<file path="config.mk">
export PLATFORM = sky130hd
export DESIGN_NAME = mac_operand_feeder
export DESIGN_NICKNAME = d
export VERILOG_FILES = /design/src/rtl/mac_operand_feeder.sv
export SDC_FILE = /design/constraint.sdc
export NUM_CORES = 1
export LEC_CHECK = 0
export ABC_AREA = 1
export BUFFER_PORTS_ARGS = -buffer_cell sky130_fd_sc_hd__clkbuf_2
export CAP_MARGIN = 20
export CORE_MARGIN = 8
export CORE_UTILIZATION = 35
export CTS_BUF_LIST = sky130_fd_sc_hd__clkbuf_4
export CTS_CLUSTER_SIZE = 16
export DETAILED_ROUTE_END_ITERATION = 8
export PLACE_DENSITY_LB_ADDON = 0.05
export SLEW_MARGIN = 0
export SYNTH_ARGS = -nofsm -noshare
export SYNTH_HDL_FRONTEND = slang
export SYNTH_SLANG_ARGS = --single-unit
</file>
<file path="constraint.sdc">
create_clock -name clk -period 1.6 [get_ports clk]
set_input_delay 0.08 -clock clk [delete_from_list [all_inputs] [get_ports clk]]
set_output_delay 0.08 -clock clk [all_outputs]
set_load 0.01 [all_outputs]
</file>
<file path="src/rtl/mac_operand_feeder.sv">
// Operand feeder for a 4-lane MAC tile: packs a serial (a,b) stream into lane groups,
// accumulates MAC results across K groups through the c input, returns the final psum.

module mac_operand_feeder_lane #(
  parameter int bw = 4
) (
  input  logic          clk,
  input  logic          reset,
  input  logic          we,
  input  logic [bw-1:0] in_a,
  input  logic [bw-1:0] in_b,
  output logic [bw-1:0] a,
  output logic [bw-1:0] b
);
  logic [bw-1:0] a_q, a_d, b_q, b_d;

  always_comb begin
    a_d = a_q;
    b_d = b_q;
    if (we) begin
      a_d = in_a;
      b_d = in_b;
    end
  end

  always_ff @(posedge clk or negedge reset) begin
    if (!reset) begin
      a_q <= '0;
      b_q <= '0;
    end else begin
      a_q <= a_d;
      b_q <= b_d;
    end
  end

  assign a = a_q;
  assign b = b_q;
endmodule

module mac_operand_feeder #(
  parameter int bw      = 4,
  parameter int psum_bw = 16,
  parameter int len_bw  = 8
) (
  input  logic               clk,
  input  logic               reset,
  input  logic               start,
  input  logic [len_bw-1:0]  len,
  input  logic               in_valid,
  output logic               in_ready,
  input  logic [bw-1:0]      in_a,
  input  logic [bw-1:0]      in_b,
  output logic [bw-1:0]      mac_a0,
  output logic [bw-1:0]      mac_a1,
  output logic [bw-1:0]      mac_a2,
  output logic [bw-1:0]      mac_a3,
  output logic [bw-1:0]      mac_b0,
  output logic [bw-1:0]      mac_b1,
  output logic [bw-1:0]      mac_b2,
  output logic [bw-1:0]      mac_b3,
  output logic [psum_bw-1:0] mac_c,
  input  logic [psum_bw-1:0] mac_out,
  output logic               out_valid,
  input  logic               out_ready,
  output logic [psum_bw-1:0] out_psum,
  output logic               busy
);
  localparam int NUM_LANES = 4;
  localparam int IDX_W     = $clog2(NUM_LANES);

  typedef enum logic [1:0] {IDLE, FILL, ACC, DONE} state_t;

  state_t               state_q, state_d;
  logic [psum_bw-1:0]   acc_q, acc_d;
  logic [IDX_W-1:0]     idx_q, idx_d;
  logic [len_bw-1:0]    cnt_q, cnt_d;
  logic [len_bw-1:0]    k_q, k_d;
  logic [len_bw-1:0]    cnt_inc;
  logic                 in_fire;
  logic [NUM_LANES-1:0]          lane_we;
  logic [NUM_LANES-1:0][bw-1:0]  lane_a, lane_b;

  assign in_fire = in_valid & in_ready;
  assign cnt_inc = cnt_q + len_bw'(1);

  genvar l;
  generate
    for (l = 0; l < NUM_LANES; l++) begin : g_lane
      assign lane_we[l] = in_fire && (idx_q == IDX_W'(l));
      mac_operand_feeder_lane #(.bw(bw)) u_lane (
        .clk   (clk),
        .reset (reset),
        .we    (lane_we[l]),
        .in_a  (in_a),
        .in_b  (in_b),
        .a     (lane_a[l]),
        .b     (lane_b[l])
      );
    end
  endgenerate

  always_ff @(posedge clk or negedge reset) begin
    if (!reset) state_q <= IDLE;
    else        state_q <= state_d;
  end

  always_comb begin
    state_d = state_q;
    case (state_q)
      IDLE:    if (start && (len != '0)) state_d = FILL;
      FILL:    if (in_fire && (idx_q == IDX_W'(NUM_LANES-1))) state_d = ACC;
      ACC:     state_d = (cnt_inc == k_q) ? DONE : FILL;
      DONE:    if (out_ready) state_d = IDLE;
      default: state_d = IDLE;
    endcase
  end

  always_comb begin
    in_ready  = (state_q == FILL);
    out_valid = (state_q == DONE);
    busy      = (state_q != IDLE);
  end

  // Datapath: job setup in IDLE, lane index in FILL, accumulate in ACC.
  always_comb begin
    acc_d = acc_q;
    idx_d = idx_q;
    cnt_d = cnt_q;
    k_d   = k_q;
    case (state_q)
      IDLE: if (start && (len != '0)) begin
        k_d   = len;
        acc_d = '0;
        idx_d = '0;
        cnt_d = '0;
      end
      FILL: if (in_fire) idx_d = idx_q + IDX_W'(1);
      ACC: begin
        acc_d = mac_out;
        cnt_d = cnt_inc;
      end
      default: ;
    endcase
  end

  always_ff @(posedge clk or negedge reset) begin
    if (!reset) begin
      acc_q <= '0;
      idx_q <= '0;
      cnt_q <= '0;
      k_q   <= '0;
    end else begin
      acc_q <= acc_d;
      idx_q <= idx_d;
      cnt_q <= cnt_d;
      k_q   <= k_d;
    end
  end

  assign mac_a0   = lane_a[0];
  assign mac_a1   = lane_a[1];
  assign mac_a2   = lane_a[2];
  assign mac_a3   = lane_a[3];
  assign mac_b0   = lane_b[0];
  assign mac_b1   = lane_b[1];
  assign mac_b2   = lane_b[2];
  assign mac_b3   = lane_b[3];
  assign mac_c    = acc_q;
  assign out_psum = acc_q;
endmodule

</file>
Word level (Yosys, flattened, before mapping)
Index checks and enable logic that the tools add are counted.
{"block": "word_totals", "reg_bits": 68, "inputBits": 37, "out_inout_bits": 67, "word_cells": 54}
{"block": "op_classes", "add_sub_neg": 2, "n_eq_ne": 11, "mux": 12, "bitwise": 1, "reduce_logical": 15}
{"cell": "16-bit one-hot mux with 2 select lines", "count": 1}
{"cell": "16-bit two-way mux", "count": 1}
{"cell": "8-bit one-hot mux with 2 select lines", "count": 1}
{"cell": "2-bit two-way mux", "count": 6}
{"cell": "8-bit by 1-bit adder with 8-bit output (second input constant)", "count": 1}
{"cell": "2-bit == test (second input constant)", "count": 4}
{"cell": "8-bit == test", "count": 1}
{"cell": "8-bit two-way mux", "count": 1}
{"cell": "2-bit one-hot mux with 4 select lines", "count": 1}
{"cell": "8-bit nonzero test", "count": 1}
{"cell": "2-bit by 1-bit != test with 1-bit output (second input constant)", "count": 3}
{"cell": "3-bit AND reduction", "count": 2}
{"cell": "2-bit nonzero test", "count": 3}
{"cell": "1-bit logical AND", "count": 5}
{"cell": "2-bit by 1-bit == test with 1-bit output (second input constant)", "count": 2}
{"cell": "2-bit logical NOT", "count": 2}
{"cell": "2-bit one-hot mux with 2 select lines", "count": 1}
{"cell": "2-bit AND reduction", "count": 2}
{"cell": "2-bit by 1-bit adder with 2-bit output (second input constant)", "count": 1}
{"cell": "2-bit != test (second input constant)", "count": 1}
{"cell": "1-bit bitwise AND", "count": 1}

Logic depth before layout (Yosys ltp)
Gate-level depths: netlist of the first run.
{"block": "logic_depth", "depth_word": 5, "mapped_depth": 10, "ltp_nobuf": 10}

Modules after synthesis
A second synthesis of the first run with hierarchy kept.
{"block": "hier_totals", "cells_unflattened": 398, "hier_area_um2": 3256.9}
{"mod": "mac_operand_feeder", "n_inst": 1, "cells_each": 262, "area_per_inst_um2": 2035.7, "seq_area_each_um2": 900.9}
{"mod": "mac_operand_feeder_lane", "n_inst": 4, "cells_each": 34, "area_per_inst_um2": 305.3, "seq_area_each_um2": 200.2}

Worst setup path before layout of the first run
Ideal clock, no wire load.
{"block": "synth_path", "path_kind": "flip-flop to flip-flop", "from": "register cnt_q[0]", "to": "register state_q[1]", "setup_ns": 0.077, "arrival_ns": 1.277, "required_time_ns": 1.523, "path_slack_ns": 0.245, "path_stages_with_launch": 10, "n_path_buf": 0, "period_less_slack_ns": 1.355, "cell_sequence": "dfrtp_1 -> ha_1 -> inv_1 -> nand2_1 -> nand3_1 -> nor2_1 -> nand3_1 -> nor2_1 -> nand3_1 -> a21oi_1"}
{"block": "synth_between", "elab_chain_cells": 4}
{"element": "start: declaration", "line": "76", "rtl": "logic [len_bw-1:0] cnt_q, cnt_d;"}
{"element": "start signal: assignment", "line": "155", "rtl": "cnt_q <= cnt_d;"}
{"element": "8-bit by 1-bit adder with 8-bit output", "line": "84", "rtl": "assign cnt_inc = cnt_q + len_bw'(1);"}
{"element": "8-bit == test", "line": "112", "rtl": "ACC: state_d = (cnt_inc == k_q) ? DONE : FILL;"}
{"element": "2-bit two-way mux", "line": "112"}
{"element": "2-bit one-hot mux with 4 select lines", "line": "109", "rtl": "case (state_q)"}
{"element": "end signal: assignment", "line": "104", "rtl": "else state_q <= state_d;"}
{"element": "end: declaration", "line": "73", "rtl": "state_t state_q, state_d;"}
Every way passes these cells.
A chain may end at the register's enable or synchronous reset.

Final worst setup path of the first run
{"block": "layout_path", "from": "register cnt_q[1]", "to": "register state_q[1]"}
Same word-level chain as after synthesis.

==> reports/metrics.sh, run 1 <==
TIMING.CRITICAL_PATH.MODE_CELL='sky130_fd_sc_hd__nand3_1'
ANTENNA_CELLS_INSERTED=0
TOTAL_NEGATIVE_SLACK_PS=0
R2R.WORST_PATH.CELLS=9
WORST-R2R-SETUP-SLACK_PS=150
NETLIST.TOP_CELL.BY_AREA='sky130_fd_sc_hd__dfrtp_1'
CRITICAL_PATH_ARRIVAL_PS=1790
SYNTH_NETS=409
FINISH.CELL_COUNT_WITHOUT_FILLERS=611
FINALHOLDVIOLCOUNT=0
STATUS='complete, no violations'
SYNTH_CELLS=367
CTS_TREE='built'
FP-ROW-COUNT=34
SYNTH_WARN=0
TOTAL_POWER_mW=7.04
DP_CELLS=560
PWR_DENSITY_CELL_nW_PER_UM2=1680
CRIT_CHAIN='ha_4 > inv_1 > nand2_1 > nand3_1 > nor2_1 > nand3_1 > nor2_1 > nand3_1 > a21oi_2'
POST_SYNTH_NUM_CELL_TYPES=24
CTS_SINKS=68
HOLD_PATH_DEPTH=5
FLOORPLAN.DIE_AREA_UM2=12200
FINAL_NETS=540
POSTROUTEANTENNANETS=0
GLOBAL_ROUTE.USAGE.TOTAL=0.140
POST-ROUTE-DRC-COUNT=0
WORST_HOLD_PATH_TYPE='in2reg'
CHIPHEIGHT_UM=110
CP_TOP_FAMILY='simple AND/OR/NAND/NOR gates'
STATIC-LEAKAGE-POWER_nW=2.27
SYNTH-SEQ-AREA-SHARE=0.546
CLOCK_TREE.ROOT_CELL='sky130_fd_sc_hd__clkbuf_4'
WL_MM=8.34
DP_HPWL_MM=6.12
HOLD_PATH.STARTPOINT='in_valid'
H_TREE_DEPTH=3
GLOBAL_ROUTE.OVERFLOW_TOTAL=0
FLOORPLAN_CORE_AREA_UM2=8680
TIMING_WORST_SETUP_PATH_TYPE='reg2reg'
ROUTE.DETAILED.WL_PER_INST_UM=13.6
WORST_SETUP_PATH_START_KIND='flop'
MAX-CAP-VIOLATIONS=0
SKEW_PS=11.6
IOS=104
PLACE_WS_PS=74.4
GRT_FIRST_PASS_WIRELENGTH_MM=13.2
DPL-INSTANCE-AREA_UM2=3670
POSTSYNTH.TOPFLOPCELL='sky130_fd_sc_hd__dfrtp_1'
POST_ROUTE_CELLS_DRIVE_ABOVE_1_SHARE=0.296
ASYNCSETRESETFLOPFRACSYNTH=1.00
SLEW-LIMIT-HEADROOM=0.669
YOSYS_REGISTER_BITS=68
RR_ENDPOINT='state_q[1]'
VIA_COUNT=2708
IR_DROP_V=0.000762
DIE-WIDTH_UM=110
CP_PEAK_STAGE_DELAY_PS=460
MAX_SLEW.WORST_PIN.SLEW_PS=496
CLOCK_PATH_BUFFERS=2
DR.PASS1.ITERS=4
ANTENNA_VIOLATIONS_BEFORE_REPAIR=0
WORST-PATH-BUF-INV=1
WORSTSKEWPAIRLATENCY_PS=410
WHS_ENDPOINT='idx_q[0]'
ROUTED_VIA_DENSITY=4.43
BUFFERS_ON_PORTS=103
GRT_START_MAX_NET_PINS=34
SYNTH_LARGEST_TYPE_AREA_FRACTION=0.546
NUMBER_OF_GLOBAL_ROUTE_VIAS_BEFORE_REPAIR=2769
RSZ0062_AT_GRT='no'
FINISH.INSTANCE_AREA_UM2=4190
NUMBER_OF_ENABLE_TYPE_REGISTER_CELLS_IN_THE_SYNTHESIZED_NETLIST=0
PLACER_CONGESTION=0.791
TIMING.CRITICAL_PATH.REQUIRED_PS=1950
CLK_TRANSITION_REPORTED_PATHS_PS=120
FIN_WS_PS=153
SETUP_VIOL=0
SYNTH.TOP_CELLS.BY_AREA='sky130_fd_sc_hd__dfrtp_1, sky130_fd_sc_hd__nand2_1, sky130_fd_sc_hd__o21ai_1, sky130_fd_sc_hd__buf_4, sky130_fd_sc_hd__inv_1'
TIMING_MAX_TRANSITION_VIOLATIONS_FINAL=0
CRIT_FANOUT=5
CPMAXSTAGEDELAYCELL='sky130_fd_sc_hd__dfrtp_2'
CTS_MADE_BUFFERS=9
LAYOUT_WORST_PATH_CYCLE_SHARE=0.905
POST_SYNTHESIS_CELL_AREA_UM2=3120
TIMING.HOLD.WS_PS=42.3
R2R-START='cnt_q[1]'
CP_ENDPOINT_KIND='flop'
DRTITER0DRC=80
FIN_CRIT_PS=1450
AREA_GROWTH_SYN_TO_LAYOUT_PCT=34.6
FINAL_UTIL=0.483
SYNTH_AREA_PER_INST_UM2=8.49
FLOORPLAN.INITIALDENSITY=0.359
FMAXACHIEVABLE_MHz=691
[logic make-up (layout without fill, tap and decap cells)]
group	Yosys count	count (layout)	share of synthesized area
flip-flops	68	68	0.546
AO/OA/AOI/OAI	47	47	0.0763
AND/OR/NAND/NOR	188	188	0.260
buffers and inverters	58	194	0.0944
adder cells (fa/ha/maj)	5	5	0.0201
XOR/XNOR	1	1	0.00281
[final cells by class]
type                    instances  area (µm²)
well taps                     108         135
clock buffers                   9        67.6
inverters                      34         130
multi-input cells             241        1140
fillers                       851        4480
repair buffers                144         931
clock inverters                 7        90.1
flip-flops and latches         68        1700
[state kept, by name, indices dropped and copies added (netlist names)]
name and flops:
g_lane.u_lane.a 16, g_lane.u_lane.b 16, mac_c 16, cnt_q 8, k_q 8, idx_q 2, state_q 2
[worst max-delay path by stage]
stage	from	end	slack, ps	depth (start not counted)
after detailed placement	cnt_q[0]	state_q[1]	70	9
after global routing	cnt_q[1]	state_q[1]	9	9
after global placement	cnt_q[0]	state_q[1]	140	9
after CTS	cnt_q[0]	state_q[1]	50	9
after floorplan	cnt_q[0]	state_q[1]	250	9
final	cnt_q[1]	state_q[1]	150	9
[what timing repair did]
item	CTS	global route
setup buffers	0	2
hold buffers	33	0
endpoints found under the hold margin	103	0
gates resized for setup	0	5
setup endpoints to repair	0	1
[cells in the mapped netlist, types with 2 or more instances]
cell type	count
sky130_fd_sc_hd__o21ai_1	32
sky130_fd_sc_hd__nand3_1	20
sky130_fd_sc_hd__nand3b_1	2
sky130_fd_sc_hd__inv_1	29
sky130_fd_sc_hd__nand2_1	139
sky130_fd_sc_hd__clkbuf_1	2
sky130_fd_sc_hd__nand2_2	5
sky130_fd_sc_hd__buf_2	5
sky130_fd_sc_hd__inv_2	4
sky130_fd_sc_hd__ha_1	5
sky130_fd_sc_hd__o21ai_0	12
sky130_fd_sc_hd__buf_4	16
sky130_fd_sc_hd__nor2_1	10
sky130_fd_sc_hd__nor2_4	4
sky130_fd_sc_hd__nand2_4	2
sky130_fd_sc_hd__dfrtp_1	68
sky130_fd_sc_hd__nor2_2	2
sky130_fd_sc_hd__nand4_1	3
sky130_fd_sc_hd__o22ai_1	2
[power by group]
group	internal, mW	switching [mW]	leakage [nW]	total, mW
Sequential	2.39	0.476	0.877	2.87
Clock	0.629	0.656	0.0837	1.29
Combinational	1.16	1.73	1.31	2.89
Total	4.18	2.86	2.27	7.04
[routing by layer]
layer	up-vias	track usage	part of all wire
met5	-	0	0
met4	0	0.0666	0.017
met3	12	0.0320	0.048
met2	59	0.230	0.49
met1	1236	0.170	0.44
li1	1401	-	-
[placed cells by master, fill, tap and decap left out, types with 9 or more instances in the layout]
cell type / n
sky130_fd_sc_hd__dfrtp_1: 66
sky130_fd_sc_hd__clkbuf_4: 9
sky130_fd_sc_hd__nor2_1: 10
sky130_fd_sc_hd__inv_1: 29
sky130_fd_sc_hd__nand2_1: 139
sky130_fd_sc_hd__dlygate4sd3_1: 33
sky130_fd_sc_hd__clkbuf_2: 102
sky130_fd_sc_hd__o21ai_1: 32
sky130_fd_sc_hd__nand3_1: 20
sky130_fd_sc_hd__o21ai_0: 12
[worst min-delay path, delay by kind of cell]
family,cells,cell delay [ps]
buf+inv,2,160
simple gates,3,170
(Power assumes the default switching activity.)
==> run 2, diff against run 1 <==
PLACE_DENSITY_LB_ADDON = default   (was 0.05)
==> run 2 against run 1 <==
Compared with the run above: sequential cell count is the same; non-clock buffer count shrank 2; global-route usage grew 0.065 points; wire length shrank 1.6%; largest cell class unchanged; die area is the same; clock skew grew 5.8 ps; combinational power is essentially flat; critical path type unchanged; power shrank 0.62%; clock power shrank 3%; critical path depth is the same; via count grew 1.5%; critical endpoint unchanged.
==> reports/metrics.sh, run 2 (synthesis results as in run 1) <==
DETAIL_ROUTE.WIRELENGTH.MET1_MM=3.61  # -2.5%
CRIT_FANOUT=5  # unchanged
FP-ROW-COUNT=34  # unchanged
WORST-PATH-BUF-INV=1  # unchanged
TOPROUTINGLAYERUSED='met4'
CTS_MADE_BUFFERS=9  # unchanged
LAYOUT_COMMON_CELLS='sky130_fd_sc_hd__nand2_1, sky130_fd_sc_hd__clkbuf_2, sky130_fd_sc_hd__dfrtp_1'
RSZ0062_AT_GRT='no'
FINAL_NETS=538  # -0.37%
DR.PASS1.ITERS=4  # unchanged
GLOBAL_ROUTE.OVERFLOW_TOTAL=0  # unchanged
CTS_TREE='built'
SKEW_PS=17.4  # +5.78 ps
CRIT_CHAIN='ha_4 > inv_1 > nand2_1 > nand3_1 > nor2_1 > nand3_1 > nor2_1 > nand3_1 > a21oi_1'
PWR_DENSITY_CELL_nW_PER_UM2=1680  # +0.19%
LAYOUT_WORST_PATH_CYCLE_SHARE=0.915  # +0.0106
CPMAXSTAGEDELAYCELL='sky130_fd_sc_hd__dfrtp_2'
PLACER_CONGESTION=0.769  # -2.8%
CLOCK_TREE.ROOT_CELL='sky130_fd_sc_hd__clkbuf_4'
CP_ENDPOINT_KIND='flop'
GRT_FIRST_PASS_WIRELENGTH_MM=13.4  # +0.99%
CP.DEPTH=9  # unchanged
RR_ENDPOINT='state_q[1]'
FINISH.CELL_COUNT_WITHOUT_FILLERS=608  # -0.49%
POST_ROUTE_CELLS_DRIVE_ABOVE_1_SHARE=0.290  # -0.00622
WORST_HOLD_PATH_TYPE='in2reg'
ROUTED_VIA_DENSITY=4.52  # +2.0%
GRT_START_MAX_NET_PINS=53  # +56%
TIMING.CRITICAL_PATH.FROM='cnt_q[1]'
IOS=104  # unchanged
TIMING.CRITICAL_PATH.REQUIRED_PS=1920  # -30 ps
WL_MET3_UM=728  # +82%
DP_CELLS=560  # unchanged
ROUTE.DETAILED.WL_PER_INST_UM=13.5  # -1.1%
R2R-START='cnt_q[1]'
BUFFERS_ON_PORTS=103  # unchanged
H_TREE_DEPTH=3  # unchanged
SETUP_VIOL=0  # unchanged
WL_MM=8.21  # -1.6%
SLEW-LIMIT-HEADROOM=0.720  # +0.0509
FLOORPLAN.INITIALDENSITY=0.359  # unchanged
POST-CTS-SETUP-BUFFER-COUNT=0  # unchanged
ANTENNA_CELLS_INSERTED=0  # unchanged
DRTITER0DRC=76  # -5.0%
POST-ROUTE-DRC-COUNT=0  # unchanged
FINALHOLDVIOLCOUNT=0  # unchanged
TIMING_WORST_SETUP_PATH_TYPE='reg2reg'
WORST_SETUP_PATH_START_KIND='flop'
FIN_CRIT_PS=1460  # +17.0 ps
NUMBER_OF_GLOBAL_ROUTE_VIAS_BEFORE_REPAIR=2823  # +2.0%
CRITICAL_PATH_ARRIVAL_PS=1790  # about the same
TIMING_MAX_TRANSITION_VIOLATIONS_FINAL=0  # unchanged
STATIC-LEAKAGE-POWER_nW=2.25  # -0.79%
MAX-CAP-VIOLATIONS=0  # unchanged
ROUTE.MET2.WL_MM=3.81  # -7.0%
TOTAL_NEGATIVE_SLACK_PS=0  # unchanged
ANTENNA_VIOLATIONS_BEFORE_REPAIR=0  # unchanged
CLK_TRANSITION_REPORTED_PATHS_PS=100  # -20 ps
MAX_SLEW.WORST_PIN.SLEW_PS=420  # -76.3 ps
DP_HPWL_MM=6.05  # -1.2%
WORST-R2R-SETUP-SLACK_PS=140  # -20 ps
GLOBAL_ROUTE.USAGE.TOTAL=0.141  # +0.000645
FINAL_COMMON_CELL='sky130_fd_sc_hd__nand2_1'
CRIT_PATH_END='state_q[1]'
DIE-WIDTH_UM=110  # unchanged
STATUS='complete, no violations'
R2R.WORST_PATH.CELLS=9  # unchanged
VIA_COUNT=2748  # +1.5%
FLOORPLAN.DIE_AREA_UM2=12200  # unchanged
TIMING.CRITICAL_PATH.MODE_CELL='sky130_fd_sc_hd__nand3_1'
FLOORPLAN_CORE_AREA_UM2=8680  # unchanged
IR_DROP_V=0.000735  # -3.6%
WORSTSKEWPAIRLATENCY_PS=410  # about the same
CLOCK_PATH_BUFFERS=2  # unchanged
AREA_GROWTH_SYN_TO_LAYOUT_PCT=33.5
CHIPHEIGHT_UM=110  # unchanged
CP_TOP_FAMILY='simple AND/OR/NAND/NOR gates'
POSTROUTEANTENNANETS=0  # unchanged
CTS_SINKS=68  # unchanged
DPL-INSTANCE-AREA_UM2=3660  # -0.34%
CP_PEAK_STAGE_DELAY_PS=460  # about the same
FINISH.INSTANCE_AREA_UM2=4160  # -0.81%
FMAXACHIEVABLE_MHz=683  # -1.2%
## run 2: cell count changes in the layout (fill, tap and decap cells not counted), sizes merged
cell      change
buf           -2
clkinv        -2
clkinvlp      +1
## run 2: area by class of cell
class,count,area (µm²)
Tap cell,108,135
Sequential cell,68,1700
Fill cell,861,4520
Multi-Input combinational cell,241,1130
Clock inverter,6,88.8
Clock buffer,9,67.6
Timing Repair Buffer,142,903
Inverter,34,130
## run 2: per-layer routing
layer | up-vias | global-route usage
met1 | 1265 | 0.160
met4 | 0 | 0.0343
met3 | 6 | 0.0703
met2 | 79 | 0.231
li1 | 1398 | -
met5 | - | 0
## run 2: stage by stage
| step | util | power (mW) | hold WS, ps | worst slack (ps) |
|---|---|---|---|---|
| final | 0.479 | 7.00 | 46.9 | 136 |
| after global routing | 0.479 | 7.61 | 14.4 | 18.8 |
| after CTS | 0.478 | 7.09 | 19.7 | 82.2 |
| after detailed placement | 0.422 | 5.75 | 41.2 | 114 |
| after global placement | 0.422 | 5.68 | 32.3 | 153 |
| after floorplan | - | 4.69 | -216 | 245 |
## run 2: timing repair
item / 4_1_cts / 5_1_grt
resized for setup: 0 / 3
setup endpoints to repair: 0 / 1
hold buffers: 33 / 0
hold endpoints to repair: 109 / 0
## run 2: worst reg2reg max path, cell delays in order, from the launching register on
cell and delay, ps:
sky130_fd_sc_hd__dfrtp_2 460, sky130_fd_sc_hd__ha_4 280, sky130_fd_sc_hd__inv_1 40, sky130_fd_sc_hd__nand2_1 50, sky130_fd_sc_hd__nand3_1 70, sky130_fd_sc_hd__nor2_1 100, sky130_fd_sc_hd__nand3_1 80, sky130_fd_sc_hd__nor2_1 110
sky130_fd_sc_hd__nand3_1 90, sky130_fd_sc_hd__a21oi_1 130
## run 2: worst min path at each step
stage	start	end	depth (start not counted)
floorplan	reset	cnt_q[0]	0
global placement	reset	k_q[0]	1
detailed placement	reset	mac_c[1]	1
CTS	in_valid	idx_q[0]	5
global route	in_valid	idx_q[0]	5
finish	in_valid	idx_q[0]	5
## run 2: power breakdown
group          switching, mW  internal (mW)
sequential             0.485           2.39
clock                  0.618          0.628
combinational           1.74           1.14
total                   2.84           4.16
